## config.mk

```make
export PLATFORM = sky130hd
export DESIGN_NAME = stopwatch_ctrl
export DESIGN_NICKNAME = d
export VERILOG_FILES = /design/src/rtl/stopwatch_pkg.sv /design/src/rtl/stopwatch_btn_debounce.sv /design/src/rtl/stopwatch_ctrl.sv
export SDC_FILE = /design/constraint.sdc
export NUM_CORES = 1
export LEC_CHECK = 0
export CAP_MARGIN = 0
export CELL_PAD_IN_SITES_DETAIL_PLACEMENT = 0
export CELL_PAD_IN_SITES_GLOBAL_PLACEMENT = 1
export CORE_UTILIZATION = 30
export CTS_BUF_LIST = sky130_fd_sc_hd__clkbuf_4
export DETAILED_ROUTE_END_ITERATION = 8
export DONT_BUFFER_PORTS = 1
export GPL_TIMING_DRIVEN = 0
export PLACE_DENSITY_LB_ADDON = 0.3
export SYNTH_ARGS = -nofsm -noshare
export SYNTH_HDL_FRONTEND = slang
export SYNTH_SLANG_ARGS = --single-unit
```

## constraint.sdc

```tcl
create_clock -name CLK -period 2.23 [get_ports CLK]
set_clock_uncertainty 0.2 [all_clocks]
set_input_delay 0.669 -clock CLK [delete_from_list [all_inputs] [get_ports CLK]]
set_output_delay 0.669 -clock CLK [all_outputs]
set_load 0.005 [all_outputs]
```

## src/rtl/stopwatch_pkg.sv

```systemverilog
// -----------------------------------------------------------------------------
// stopwatch_pkg
// Shared definitions for the stopwatch control front-end.
//   sw_state_e      : IDLE / RUN / PAUSE state encoding of the control FSM
//   TICK_DIV_DEF    : default CLK cycles per 1/100 s EN tick (50 MHz -> 100 Hz)
//   DEB_CYCLES_DEF  : default debounce stability window (5 ms at 50 MHz)
//   cnt_width()     : bits needed to hold an unsigned value 0..max_val
// -----------------------------------------------------------------------------
package stopwatch_pkg;

    typedef enum logic [1:0] {
        IDLE  = 2'd0,
        RUN   = 2'd1,
        PAUSE = 2'd2
    } sw_state_e;

    localparam int TICK_DIV_DEF   = 500000;
    localparam int DEB_CYCLES_DEF = 250000;

    // Minimum counter width able to represent 0..max_val (at least 1 bit).
    function automatic int cnt_width(input int max_val);
        if (max_val < 2) begin
            return 1;
        end
        return $clog2(max_val + 1);
    endfunction

endpackage

```

## src/rtl/stopwatch_btn_debounce.sv

```systemverilog
// -----------------------------------------------------------------------------
// btn_debounce
// Conditions one raw, asynchronous, active-high push-button:
// 2-FF synchroniser -> stability-window debouncer -> rising-edge detector.
//
// Ports:
//   CLK      in   clock
//   RST      in   synchronous, active-high reset (clears every flop)
//   BTN_RAW  in   raw button level, asynchronous to CLK
//   LEVEL    out  debounced button level
//   PRESS    out  one-cycle pulse on each debounced press (releases give none)
//
// The debounced level only changes after the synchronised input has disagreed
// with it on DEB_CYCLES consecutive clock edges; any agreement restarts the
// window, so glitches shorter than DEB_CYCLES cycles never reach LEVEL.
// -----------------------------------------------------------------------------
module btn_debounce #(
    parameter int DEB_CYCLES = stopwatch_pkg::DEB_CYCLES_DEF
) (
    input  logic CLK,
    input  logic RST,
    input  logic BTN_RAW,
    output logic LEVEL,
    output logic PRESS
);
    import stopwatch_pkg::*;

    localparam int              CW     = cnt_width(DEB_CYCLES);
    localparam logic [CW-1:0]   C_LAST = CW'(DEB_CYCLES - 1);

    logic          sync1_q, sync1_d;
    logic          sync2_q, sync2_d;
    logic          level_q, level_d;
    logic          level_prev_q, level_prev_d;
    logic [CW-1:0] cnt_q, cnt_d;

    always_comb begin
        sync1_d      = BTN_RAW;
        sync2_d      = sync1_q;
        level_d      = level_q;
        level_prev_d = level_q;
        cnt_d        = '0;
        if (sync2_q != level_q) begin
            // The edge that would take the count to DEB_CYCLES is the one
            // that flips the level, so the count never exceeds DEB_CYCLES-1.
            if (cnt_q == C_LAST) begin
                level_d = ~level_q;
                cnt_d   = '0;
            end else begin
                cnt_d = cnt_q + 1'b1;
            end
        end
    end

    always_ff @(posedge CLK) begin
        if (RST) begin
            sync1_q      <= 1'b0;
            sync2_q      <= 1'b0;
            level_q      <= 1'b0;
            level_prev_q <= 1'b0;
            cnt_q        <= '0;
        end else begin
            sync1_q      <= sync1_d;
            sync2_q      <= sync2_d;
            level_q      <= level_d;
            level_prev_q <= level_prev_d;
            cnt_q        <= cnt_d;
        end
    end

    assign LEVEL = level_q;
    assign PRESS = level_q & ~level_prev_q;

endmodule

```

## src/rtl/stopwatch_ctrl.sv

```systemverilog
// -----------------------------------------------------------------------------
// stopwatch_ctrl
// Control front-end for the stopwatch: conditions the three push-buttons,
// runs the IDLE/RUN/PAUSE state machine, generates the 1/100 s time-base and
// drives the strobes consumed by the downstream BCD counter chain.
//
// Ports:
//   CLK      in   clock
//   RST      in   synchronous, active-high reset
//   BTN_SS   in   raw start/stop button (async, active-high)
//   BTN_CLR  in   raw clear button (async, active-high)
//   BTN_INC  in   raw manual-increment button (async, active-high)
//   EN       out  count-enable tick, 1-cycle pulse every TICK_DIV cycles in RUN
//   INC      out  manual increment, 1-cycle pulse
//   CLR      out  clear, 1-cycle pulse
//   RUN      out  high while the FSM is in RUN (LED)
//
// All outputs are registered. EN is only ever produced from RUN while INC and
// CLR are only produced from IDLE/PAUSE, so the three strobes can never
// coincide. Simultaneous presses resolve CLR > SS > INC.
// -----------------------------------------------------------------------------
module stopwatch_ctrl #(
    parameter int TICK_DIV   = stopwatch_pkg::TICK_DIV_DEF,
    parameter int DEB_CYCLES = stopwatch_pkg::DEB_CYCLES_DEF
) (
    input  logic CLK,
    input  logic RST,
    input  logic BTN_SS,
    input  logic BTN_CLR,
    input  logic BTN_INC,
    output logic EN,
    output logic INC,
    output logic CLR,
    output logic RUN
);
    import stopwatch_pkg::*;

    // The RUN port shadows the package literal, so states are named locally.
    localparam sw_state_e ST_IDLE  = stopwatch_pkg::IDLE;
    localparam sw_state_e ST_RUN   = stopwatch_pkg::RUN;
    localparam sw_state_e ST_PAUSE = stopwatch_pkg::PAUSE;

    localparam int            PW         = cnt_width(TICK_DIV - 1);
    localparam logic [PW-1:0] PRESC_LAST = PW'(TICK_DIV - 1);

    // ------------------------------------------------------------------
    // Button conditioning
    // ------------------------------------------------------------------
    logic       p_ss, p_clr, p_inc;
    // Debounced levels are not needed by the FSM, which acts on presses only.
    logic [2:0] lvl_unused;

    btn_debounce #(.DEB_CYCLES(DEB_CYCLES)) u_deb_ss (
        .CLK     (CLK),
        .RST     (RST),
        .BTN_RAW (BTN_SS),
        .LEVEL   (lvl_unused[0]),
        .PRESS   (p_ss)
    );

    btn_debounce #(.DEB_CYCLES(DEB_CYCLES)) u_deb_clr (
        .CLK     (CLK),
        .RST     (RST),
        .BTN_RAW (BTN_CLR),
        .LEVEL   (lvl_unused[1]),
        .PRESS   (p_clr)
    );

    btn_debounce #(.DEB_CYCLES(DEB_CYCLES)) u_deb_inc (
        .CLK     (CLK),
        .RST     (RST),
        .BTN_RAW (BTN_INC),
        .LEVEL   (lvl_unused[2]),
        .PRESS   (p_inc)
    );

    // ------------------------------------------------------------------
    // FSM, prescaler and registered strobes
    // ------------------------------------------------------------------
    sw_state_e     state_q, state_d;
    logic [PW-1:0] presc_q, presc_d;
    logic          en_q, en_d;
    logic          inc_q, inc_d;
    logic          clr_q, clr_d;
    logic          run_q, run_d;

    always_comb begin
        state_d = state_q;
        presc_d = '0;
        en_d    = 1'b0;
        inc_d   = 1'b0;
        clr_d   = 1'b0;

        case (state_q)
            ST_IDLE: begin
                if (p_clr) begin
                    clr_d = 1'b1;
                end else if (p_ss) begin
                    state_d = ST_RUN;
                end else if (p_inc) begin
                    inc_d   = 1'b1;
                    state_d = ST_PAUSE;
                end
            end
            ST_RUN: begin
                // Clear and increment are deliberately inert while counting.
                if (p_ss) begin
                    state_d = ST_PAUSE;
                end
            end
            ST_PAUSE: begin
                if (p_clr) begin
                    clr_d   = 1'b1;
                    state_d = ST_IDLE;
                end else if (p_ss) begin
                    state_d = ST_RUN;
                end else if (p_inc) begin
                    inc_d = 1'b1;
                end
            end
            default: begin
                state_d = ST_IDLE;
            end
        endcase

        // The prescaler runs from 0 on entry to RUN, so the first EN comes
        // a full TICK_DIV cycles later. A wrap coinciding with a pause still
        // issues its EN; the partial period is then discarded.
        if (state_q == ST_RUN) begin
            if (presc_q == PRESC_LAST) begin
                en_d = 1'b1;
            end else begin
                presc_d = presc_q + 1'b1;
            end
        end
        if (state_d != ST_RUN) begin
            presc_d = '0;
        end

        run_d = (state_d == ST_RUN);
    end

    always_ff @(posedge CLK) begin
        if (RST) begin
            state_q <= ST_IDLE;
            presc_q <= '0;
            en_q    <= 1'b0;
            inc_q   <= 1'b0;
            clr_q   <= 1'b0;
            run_q   <= 1'b0;
        end else begin
            state_q <= state_d;
            presc_q <= presc_d;
            en_q    <= en_d;
            inc_q   <= inc_d;
            clr_q   <= clr_d;
            run_q   <= run_d;
        end
    end

    assign EN  = en_q;
    assign INC = inc_q;
    assign CLR = clr_q;
    assign RUN = run_q;

endmodule

```

# After elaboration in Yosys (flattened, before gate mapping)

Cells that the tools add are included.

Latch bits: 0
ROM bits: 0
Logic and storage cells: 72
Bits of input ports: 5
RAM bits: 0
Register bits after elaboration: 91
Memories: 0

Reduce and logical (&&, ||, !) cells: 12
Shift-type cells: 0
Multiplexer cells: 10
Bitwise gates (word level): 14
Add/sub/neg operators: 4
$mul: 0
Equality and inequality tests: 11
Div/mod/pow operators: 0
Order comparisons: 0

Operator list:

| cell                                                  | number |
|---|---|
| adder 18 x 1 -> 18 bit, second input constant         | 3 |
| == test 18 bit, second input constant                 | 3 |
| adder 19 x 1 -> 19 bit, second input constant         | 1 |
| == test 19 bit, second input constant                 | 1 |
| 2-to-1 mux 2 bit                                      | 6 |
| NOT 1 bit                                             | 11 |
| OR reduction 3 bit                                    | 3 |
| OR reduction 4 bit                                    | 2 |
| case mux 2 bit (3 select lines)                       | 1 |
| AND reduction 2 bit                                   | 3 |
| OR reduction 2 bit                                    | 3 |
| == test 2 x 1 -> 1 bit, second input constant         | 2 |
| bitwise AND 1 bit                                     | 3 |
| 2-to-1 mux 1 bit                                      | 3 |
| inequality test 1 bit                                 | 3 |
| == test 2 bit, second input constant                  | 1 |
| logical NOT 2 bit                                     | 1 |
| inequality test 2 x 1 -> 1 bit, second input constant | 1 |

# Logic depth before layout (Yosys ltp)

Depth in word-level cells: 8
Mapped depth: 7

# Modules after synthesis

From an unflattened synthesis, not the netlist that was laid out.

Cell total of the unflattened synthesis: 437
Area total of the unflattened synthesis: 4141.5 um^2

By module, submodules not included:

| module         | area an instance (um^2) | instances | cells each |
|---|---|---|---|
| btn_debounce   | 1011.0                  | 3         | 106 |
| stopwatch_ctrl | 1108.6                  | 1         | 119 |

# Worst setup path before layout

No wires, ideal clock.

Kind: register to register
Start point: register u_deb_ss.cnt_q[0]
End point: register u_deb_ss.cnt_q[10]
Library setup time: 0.117 ns
Data required time: 1.913 ns
Period minus slack after synthesis: 2.135 ns
Cell stages (with the launch flop): 7
Data arrival time: 1.818 ns
Setup slack: 0.095 ns
Path through: dfxtp_1 ha_1 nand3_1 or4_1 o21ai_2 buf_2 nor2_1

Cells in the longest elaborated chain, start to end: 2
Elaborated cells between the ends (all ways): 3
Those cells by class: add/sub: 1; eq/ne: 1; reduce/logical: 1

RTL lines:

| item                                                                           | RTL line                     | text |
|---|---|---|
| start: declaration                                                             | stopwatch_btn_debounce.sv:35 | `logic [CW-1:0] cnt_q, cnt_d;` |
| start signal: assignment                                                       | stopwatch_btn_debounce.sv:67 | `cnt_q <= cnt_d;` |
| parallel branches: the longest is 2 deep, another holds adder 18 x 1 -> 18 bit | n/a                          |  |

Several ways; the timed one is not identified.
A chain may end at the register's enable or synchronous reset.

# Worst setup path after layout

Start point: register u_deb_clr.cnt_q[6]
End point: register u_deb_clr.cnt_q[17]

Cells in the longest elaborated chain, start to end: 2
Elaborated cells between the ends (all ways): 3
Those cells by class: add/sub: 1; eq/ne: 1; reduce/logical: 1

RTL lines:

| item                                                                           | RTL line |
|---|---|
| start: declaration                                                             | stopwatch_btn_debounce.sv:35 |
| start signal: assignment                                                       | stopwatch_btn_debounce.sv:67 |
| parallel branches: the longest is 2 deep, another holds adder 18 x 1 -> 18 bit | n/a |

Several ways; the timed one is not identified.

==> summary.txt <==
pwr dens: 624 nW/um^2
critical path class: reg -> reg
Routed WL: 7520 um
fillers: 1329
layout cells sized above 1: 8.71%
Via density: 4.67
Die Span X: 116 um
count leader, synth: dfxtp_1
Slew Viols, Final: 0
RSZ-0062 raised after global routing: yes
synthesized area: 3870 sq um
post-synthesis sequential area ratio: 47.0%
Num Clock Sinks: 91
Pleak: 1.22 nW
H-Tree Depth: 3
met3 usage: 2.82%
placed cell area: 4090 sq um
DIE AREA: 13400 sq um
CTS tree: yes
CP Capture Type: register
EDFF count, synth: 0
clk slew on worst S/H paths: 140 ps
Worst Tran Pin Value: 579 ps
Yosys top cell by area: dfxtp_1
Yosys reg bits: 91
Worst Hold Slack: 136 ps
Die Ht: 116 um
HP Class: in -> reg
highest-delay cell along the critical path: or4_4
Area growth syn-to-layout: 12.1%
clock root cell: clkbuf_4
Non-Filler Instances: 632
total power: 2.71 mW
cell family with most CP delay: simple AND/OR/NAND/NOR gates
Vias: 2953
largest stage delay on the critical path: 550 ps
grt met1 use: 16.3%
Fmax: 458 MHz
final count of hold timing violations: 0
antenna-violating nets left: 0
GRT Util Overall: 12.3%
cell row count: 41
Post-synth top cells: 91 x dfxtp_1, 85 x nor2_1, 46 x xnor2_1
Initial Util: 30.7%
Max clock buf depth: 2
crit share post-route: 97.9%
syn avg cell area: 8.82 sq um
# DRC: 0
vias in the first global route: 2746
number of CTS-inserted buffers: 9
Max rail drop VDD: 0.000202 V
DPL Wire Length: 5140 um
initial antenna violation count: 1
YS warnings: 0
Tmin final: 2180 ps
Clk Latency, worst-skew pair: 460 ps
DP Worst Slack: -400 ps
Synth Net Count: 448
area share of the largest cell type after synthesis: 47.0%
Syn Inst Count: 439
final core area utilization: 34.4%
Buf/Inv on CP: 1
Main synth FF type: dfxtp_1
ys async rst share: 0%
busiest layer in global routing: met2
crit path DAT: 2330 ps
Final Net Count: 464
WL per Instance: 11.9 um
Design Area, Final: 4340 sq um
largest net degree at the start of global routing: 16
Core Region: 12600 sq um
GRT overflow: 0
first-pass GRT wire length: 12900 um
Max Cap Viol: 0
# port buffers: 0
max_slew headroom: 61.1%
outcome: finished, final reports clean
hold_buf cts: 0
worst path cell trace: or4b_1, or4_4, o21ai_4, buf_4, a21oi_1
crit-path max FO: 6
Worst Slack Setup Final: 46.1 ps
Synth cell types: 39
GR Util met2: 18.4%
required time of the worst setup path: 2370 ps
Inst Count DP: 611
I/O pin cnt: 9
CP startpoint kind: register
drt pass-1 iters: 4
Synth area leaders: dfxtp_1 47%, xnor2_1 10%, nor2_1 8.2%
drt initial violations: 146
Post-Route Setup TNS: 0 ps
final setup fails: 0
routability-driven placement congestion ratio: 0.737
==> cell usage in the layout (no fill, tap or decap), types with 4 or more instances in the layout <==
cell type	n
dfxtp_1	89
nor2_1	85
xnor2_1	46
nand3_1	25
nand4_1	19
nand2_1	19
inv_1	17
nor4_1	17
nor3_1	15
xor2_1	13
nor2b_1	11
a21oi_1	11
o21ai_0	9
clkbuf_4	9
or3_1	6
nor4b_1	5
and3_1	5
or4_1	5
buf_4	5
and4_1	4
==> metal layers <==
metal	up-vias	wire length, um
met5	-	0
met4	0	185
met3	13	235
met2	26	3210
met1	1361	3890
li1	1553	-
==> final cells by class <==
cell class	count	area, sq um	share of cell area, %
Antenna cell	1	2.50	0.0576
Buffer	7	50.0	1.15
Clock buffer	9	67.6	1.56
Clock inverter	6	91.3	2.10
Inverter	17	63.8	1.47
Multi-Input combinational cell	323	1980	45.5
Sequential cell	91	1820	42.0
Tap cell	172	215	4.96
Timing Repair Buffer	6	52.6	1.21
==> path summary, 6_finish.rpt <==
check	startpoint	to	slack (ps)	cells past startpoint
worst max-delay path	u_deb_clr.cnt_q[6]	u_deb_clr.cnt_q[17]	50	5
worst min-delay path	BTN_CLR	u_deb_clr.sync1_q	140	1
worst max register to register	u_deb_clr.cnt_q[6]	u_deb_clr.cnt_q[17]	50	5
worst min register to register	u_deb_clr.level_prev_q	CLR	240	1
==> report_power, final <==
part / leakage (nW) / switching, mW / internal (mW)
Clock: 0.0742 / 0.588 / 0.450
Combinational: 0.406 / 0.0195 / 0.0147
Sequential: 0.735 / 0.00370 / 1.63
==> cell families (layout without fill, tap and decap cells) <==
family / Yosys count / count (layout) / share of synthesized area, %
other cells: 0 / 1 / 0
fa+ha+maj: 4 / 4 / 1.29
simple gates: 229 / 229 / 30.4
xor+xnor: 59 / 59 / 13.3
buf+inv: 25 / 45 / 2.94
compound gates: 31 / 31 / 5.04
flops: 91 / 91 / 47.0
==> state kept, by name, summed over array words and instances, names as in the netlist, 2 cells and up <==
name	cells
presc_q	19
u_deb_clr.cnt_q	18
u_deb_inc.cnt_q	18
u_deb_ss.cnt_q	18
state_q	2
==> worst reg2reg max path, stage by stage (launching register included) <==
cell	delay (ps)
dfxtp_2	360
or4b_1	510
or4_4	550
o21ai_4	250
buf_4	170
a21oi_1	30
==> repair_timing <==
| item | in CTS | in global routing |
|---|---|---|
| setup buffers | 5 | 0 |
| pin swaps | 3 | 2 |
| gates resized for setup | 6 | 8 |
| gates cloned | 0 | 1 |
| setup endpoints to repair | 57 | 52 |
Note: power is estimated with default switching activity, not from simulation.
==> variant 1, RTL diff (same flow settings) <==
Set the package constant `DEB_CYCLES_DEF` to 62500 (it was 250000).
--- a/src/rtl/stopwatch_pkg.sv
+++ b/src/rtl/stopwatch_pkg.sv
@@ -17,3 +17,3 @@
     localparam int TICK_DIV_DEF   = 500000;
-    localparam int DEB_CYCLES_DEF = 250000;
+    localparam int DEB_CYCLES_DEF = 62500;
 
Formal check against the unedited RTL: no difference found for any inputs over 10 cycles, from zero or initial values and one cycle with RST high; that may be too few to reach the edited logic, so the function may still have changed.
==> variant 1 against the unedited design <==
  * Sequential cell count is 6 lower
  * Cell area is 10% lower
  * Setup slack better by 62 ps
  * Power is 15% lower
  * Synthesized cell count is 10% lower
  * Wire length is 14% lower
  * Count of clock-buffer cells in the layout is 2 higher
  * Synthesized area is 7.5% lower
  * Largest cell class unchanged
==> variant 1: results <==
[detailed_routing]
via_per_inst = 4.68
drtIter0Drc = 95
wl_met1_mm = 3.37
wirelength_mm = 6.48
dr_wl_met3_um = 182

[critical_path]
crit_fanout = 10
critPathArrivalTime_ps = 2250
reg2reg_depth = 6
crit_end = u_deb_clr.cnt_q[13]$_SDFF_PP0_

[worst_hold_path]
hold_class = primary input to flop
min_to = u_deb_ss.sync1_q$_SDFF_PP0_
hp-start = BTN_SS

[final_layout]
drive_above_1_share_pct = 10.5
final.fill_count = 1232
n_antenna_cell = 0

[synth]
ys_top_cells_by_count = 85 x dfxtp_1, 71 x nor2_1, 47 x xnor2_1
ys_types = 37
yosys-top-cells-area = dfxtp_1 47%, xnor2_1 11%, nor2_1 7.4%, nand4_1 3.7%, nand3_1 3.4%
synth_nets = 402

[pwr]
pwr-share-seq_pct = 66.4
p_int_w = 0.00178
power.static_leakage_nw = 1.13

[grt]
grt_pass1_vias = 2541
antenna_found_initial = 0
grt_max_degree = 14
groute.usage.overall_pct = 11.7
grt_pass1_wl_mm = 11.7

[placed_design]
dpl_worst_slack_ps = -221
place.gp.congestion = 0.741
dp_hpwl_mm = 4.48

[clock_network]
path_clk_slew_ps = 120
clock_latency_ps = 430
cts_inserted_buffers = 9

[outcome]
status = complete, no violations

[timing]
max_freq_mhz = 471
slew_headroom_pct = 64.2
[variant 1: cell types whose count changed in the layout (fill, tap and decap cells not counted), moves of 6 or more]
cell and change:
a21oi_1 -6, dfxtp_1 -8, inv_1 -6, nor2_1 -14
nor2_2 +10, o21ai_0 -9
[variant 1: layout make-up]
class | instances | area share, %
plain buffers | 5 | 0.962
flip-flops and latches | 85 | 43.8
clock inverters | 5 | 0.705
repair buffers | 2 | 0.385
well taps | 143 | 4.58
clock buffers | 11 | 2.12
inverters | 11 | 1.06
multi-input cells | 290 | 46.4
[variant 1: repair_timing]
item / CTS / global route
resized for setup: 6 / 3
pin swaps: 1 / 1
endpoints found under the setup margin: 20 / 44
setup buffers: 2 / 0
[variant 1: cells by family (layout without fill, tap and decap cells)]
logic type / Yosys count / count (layout) / share of synthesized area [%]
AOI/OAI and AO/OA: 9 / 9 / 1.50
xor gates and xnor gates: 60 / 60 / 14.7
buffers and inverters: 18 / 34 / 2.37
muxes: 3 / 3 / 0.838
and+or+nand+nor: 214 / 214 / 31.8
adders and majority gates: 4 / 4 / 1.40
DFF: 85 / 85 / 47.5
[variant 1: critical path, stage by stage (launching register included)]
cell and delay, ps:
dfxtp_4 390, ha_2 210, or4b_1 440, or4_4 470, nand2_4 130, buf_12 150
nor2_2 40
[variant 1: through the flow]
stage,utilization [%],hold WS [ps],instances,power [W],TNS [ps]
global placement,32.7,218,536,0.00159,-2490
CTS,33.9,133,554,0.00236,0
detailed placement,32.7,225,536,0.00159,-2720
global route,33.9,132,552,0.00243,-153
finish,33.9,169,552,0.00230,0
floorplan,-,200,393,0.00158,0
[variant 1: layer usage]
metal  GRT usage (%)  vias up
met4            6.85        0
met2            18.0       23
li1                -     1380
met1            15.1     1166
met3            2.52       13
met5               0        -
==> variant 2, RTL diff (config.mk and constraints unchanged) <==
Made on the original files. The 3 states of `sw_state_e` get a one-hot encoding in 3 bits.
--- a/src/rtl/stopwatch_pkg.sv
+++ b/src/rtl/stopwatch_pkg.sv
@@ -10,6 +10,6 @@
 
-    typedef enum logic [1:0] {
-        IDLE  = 2'd0,
-        RUN   = 2'd1,
-        PAUSE = 2'd2
+    typedef enum logic [2:0] {
+        IDLE  = 3'b001,
+        RUN   = 3'b010,
+        PAUSE = 3'b100
     } sw_state_e;
Function: same outputs for any inputs over 10 cycles, from zero or initial values and one cycle with RST high; not proved beyond that.
==> variant 2 against the unedited design <==
  * Critical path depth stayed put
  * Combinational power is 9.9% lower
  * Power is 1.3% lower
  * Sequential cell count is 1 higher
  * Cell area is 5.6% higher
  * Setup slack better by 13 ps
  * Die area is 3.9% higher
  * Synthesized area is 4.0% higher
  * Wire length is 8.9% higher
==> variant 2: results <==
[outcome]
status = complete, no violations

[detailed_routing]
drtIter0Drc = 166
via_per_inst = 4.94
wirelength_mm = 8.18

[synth]
synth-xor-area-share_pct = 10.4
synth_nets = 466
ys_top_cells_by_count = 92 x dfxtp_1, 50 x nor2_1, 32 x xnor2_1
yosys-top-cells-area = dfxtp_1 46%, xnor2_1 7.0%, nor2_1 4.7%, nand3_1 3.5%, xor2_1 3.5%
synth_warnings = 0
synthFlopType = dfxtp_1
ys_types = 37
synthAdderAreaFrac_pct = 1.24
yosysSeqAreaShare_pct = 45.7
synth_compound_area_share_pct = 9.60

[critical_path]
critPathArrivalTime_ps = 2350
critical_path.max_stage_delay_ps = 590
r2r_end = presc_q[16]$_SDFF_PP0_
crit_family = simple AND/OR/NAND/NOR gates
crit_fanout = 8
crit_type = flop to flop
crit_path_start = presc_q[0]$_SDFF_PP0_

[grt]
grt_pass1_vias = 2977
grt-ovfl-total = 0
grt_max_degree = 15
grt_pass1_wl_mm = 13.9
groute.usage.overall_pct = 12.5

[final_layout]
final.fill_count = 1350
drive_above_1_share_pct = 11.9
fin_nets = 482

[worst_hold_path]
hold_depth = 1
hp-start = RST

[timing]
whs_ps = 78.4
final-hold-violation-count = 0
slew_headroom_pct = 64.1

[placed_design]
dp_hpwl_mm = 5.61
place.gp.congestion = 0.755

[pwr]
power.static_leakage_nw = 1.27
ir_drop_mv = 0.200
p_switching_w = 0.000576

[clock_network]
cts_root_buffer = clkbuf_4
[variant 2: changes by cell type after synthesis, moves of 4 or more]
cell      delta
nor2_1      -35
xnor2_1     -14
clkbuf_1    +12
nor3_1      +10
or3_1       +10
or4_1        +8
a211oi_1     +7
o31ai_1      +7
nor4_1       -6
nand2b_1     +5
o21ai_0      +5
a21oi_1      +4
[variant 2: area by class of cell]
class                           instances  area share [%]
Timing Repair Buffer                    8            1.31
Multi-Input combinational cell        333            47.5
Clock buffer                            9            1.47
Clock inverter                          7            1.77
Antenna cell                            1          0.0546
Buffer                                 14            1.34
Tap cell                              172            4.69
Inverter                               15            1.23
Sequential cell                        92            40.7
[variant 2: stage by stage]
stage	instances	instance area [µm²]	setup slack [ps]	utilization (%)
4_1_cts	646	4460	0.634	34.6
6_report	651	4590	59.3	35.6
2_1_floorplan	457	4030	34.1	-
3_3_place_gp	629	4250	-454	33.0
3_5_place_dp	629	4250	-490	33.0
5_1_grt	651	4590	-9.02	35.6
[variant 2: power by group through the flow]
stage	sequential (W)	clock, W	combinational (W)
6_report	0.00165	0.000995	0.0000308
2_1_floorplan	0.00169	0	0.0000198
4_1_cts	0.00165	0.00105	0.0000293
3_5_place_dp	0.00169	0	0.0000272
5_1_grt	0.00165	0.00111	0.0000355
3_3_place_gp	0.00169	0	0.0000273
[variant 2: per-layer routing]
layer / up-vias / share of wire, % / wire [µm] / track usage (%)
li1: 1673 / - / - / -
met1: 1503 / 50 / 4120 / 15.7
met2: 35 / 44 / 3640 / 19.3
met3: 5 / 3.9 / 322 / 4.75
met4: 0 / 1.3 / 106 / 4.33
met5: - / 0 / 0 / 0
[variant 2: repair_timing]
item | 4_1_cts | 5_1_grt
resized for setup | 17 | 22
endpoints found under the setup margin | 49 | 49
cloned | 0 | 0
setup buffers | 2 | 6
pin swaps | 2 | 4
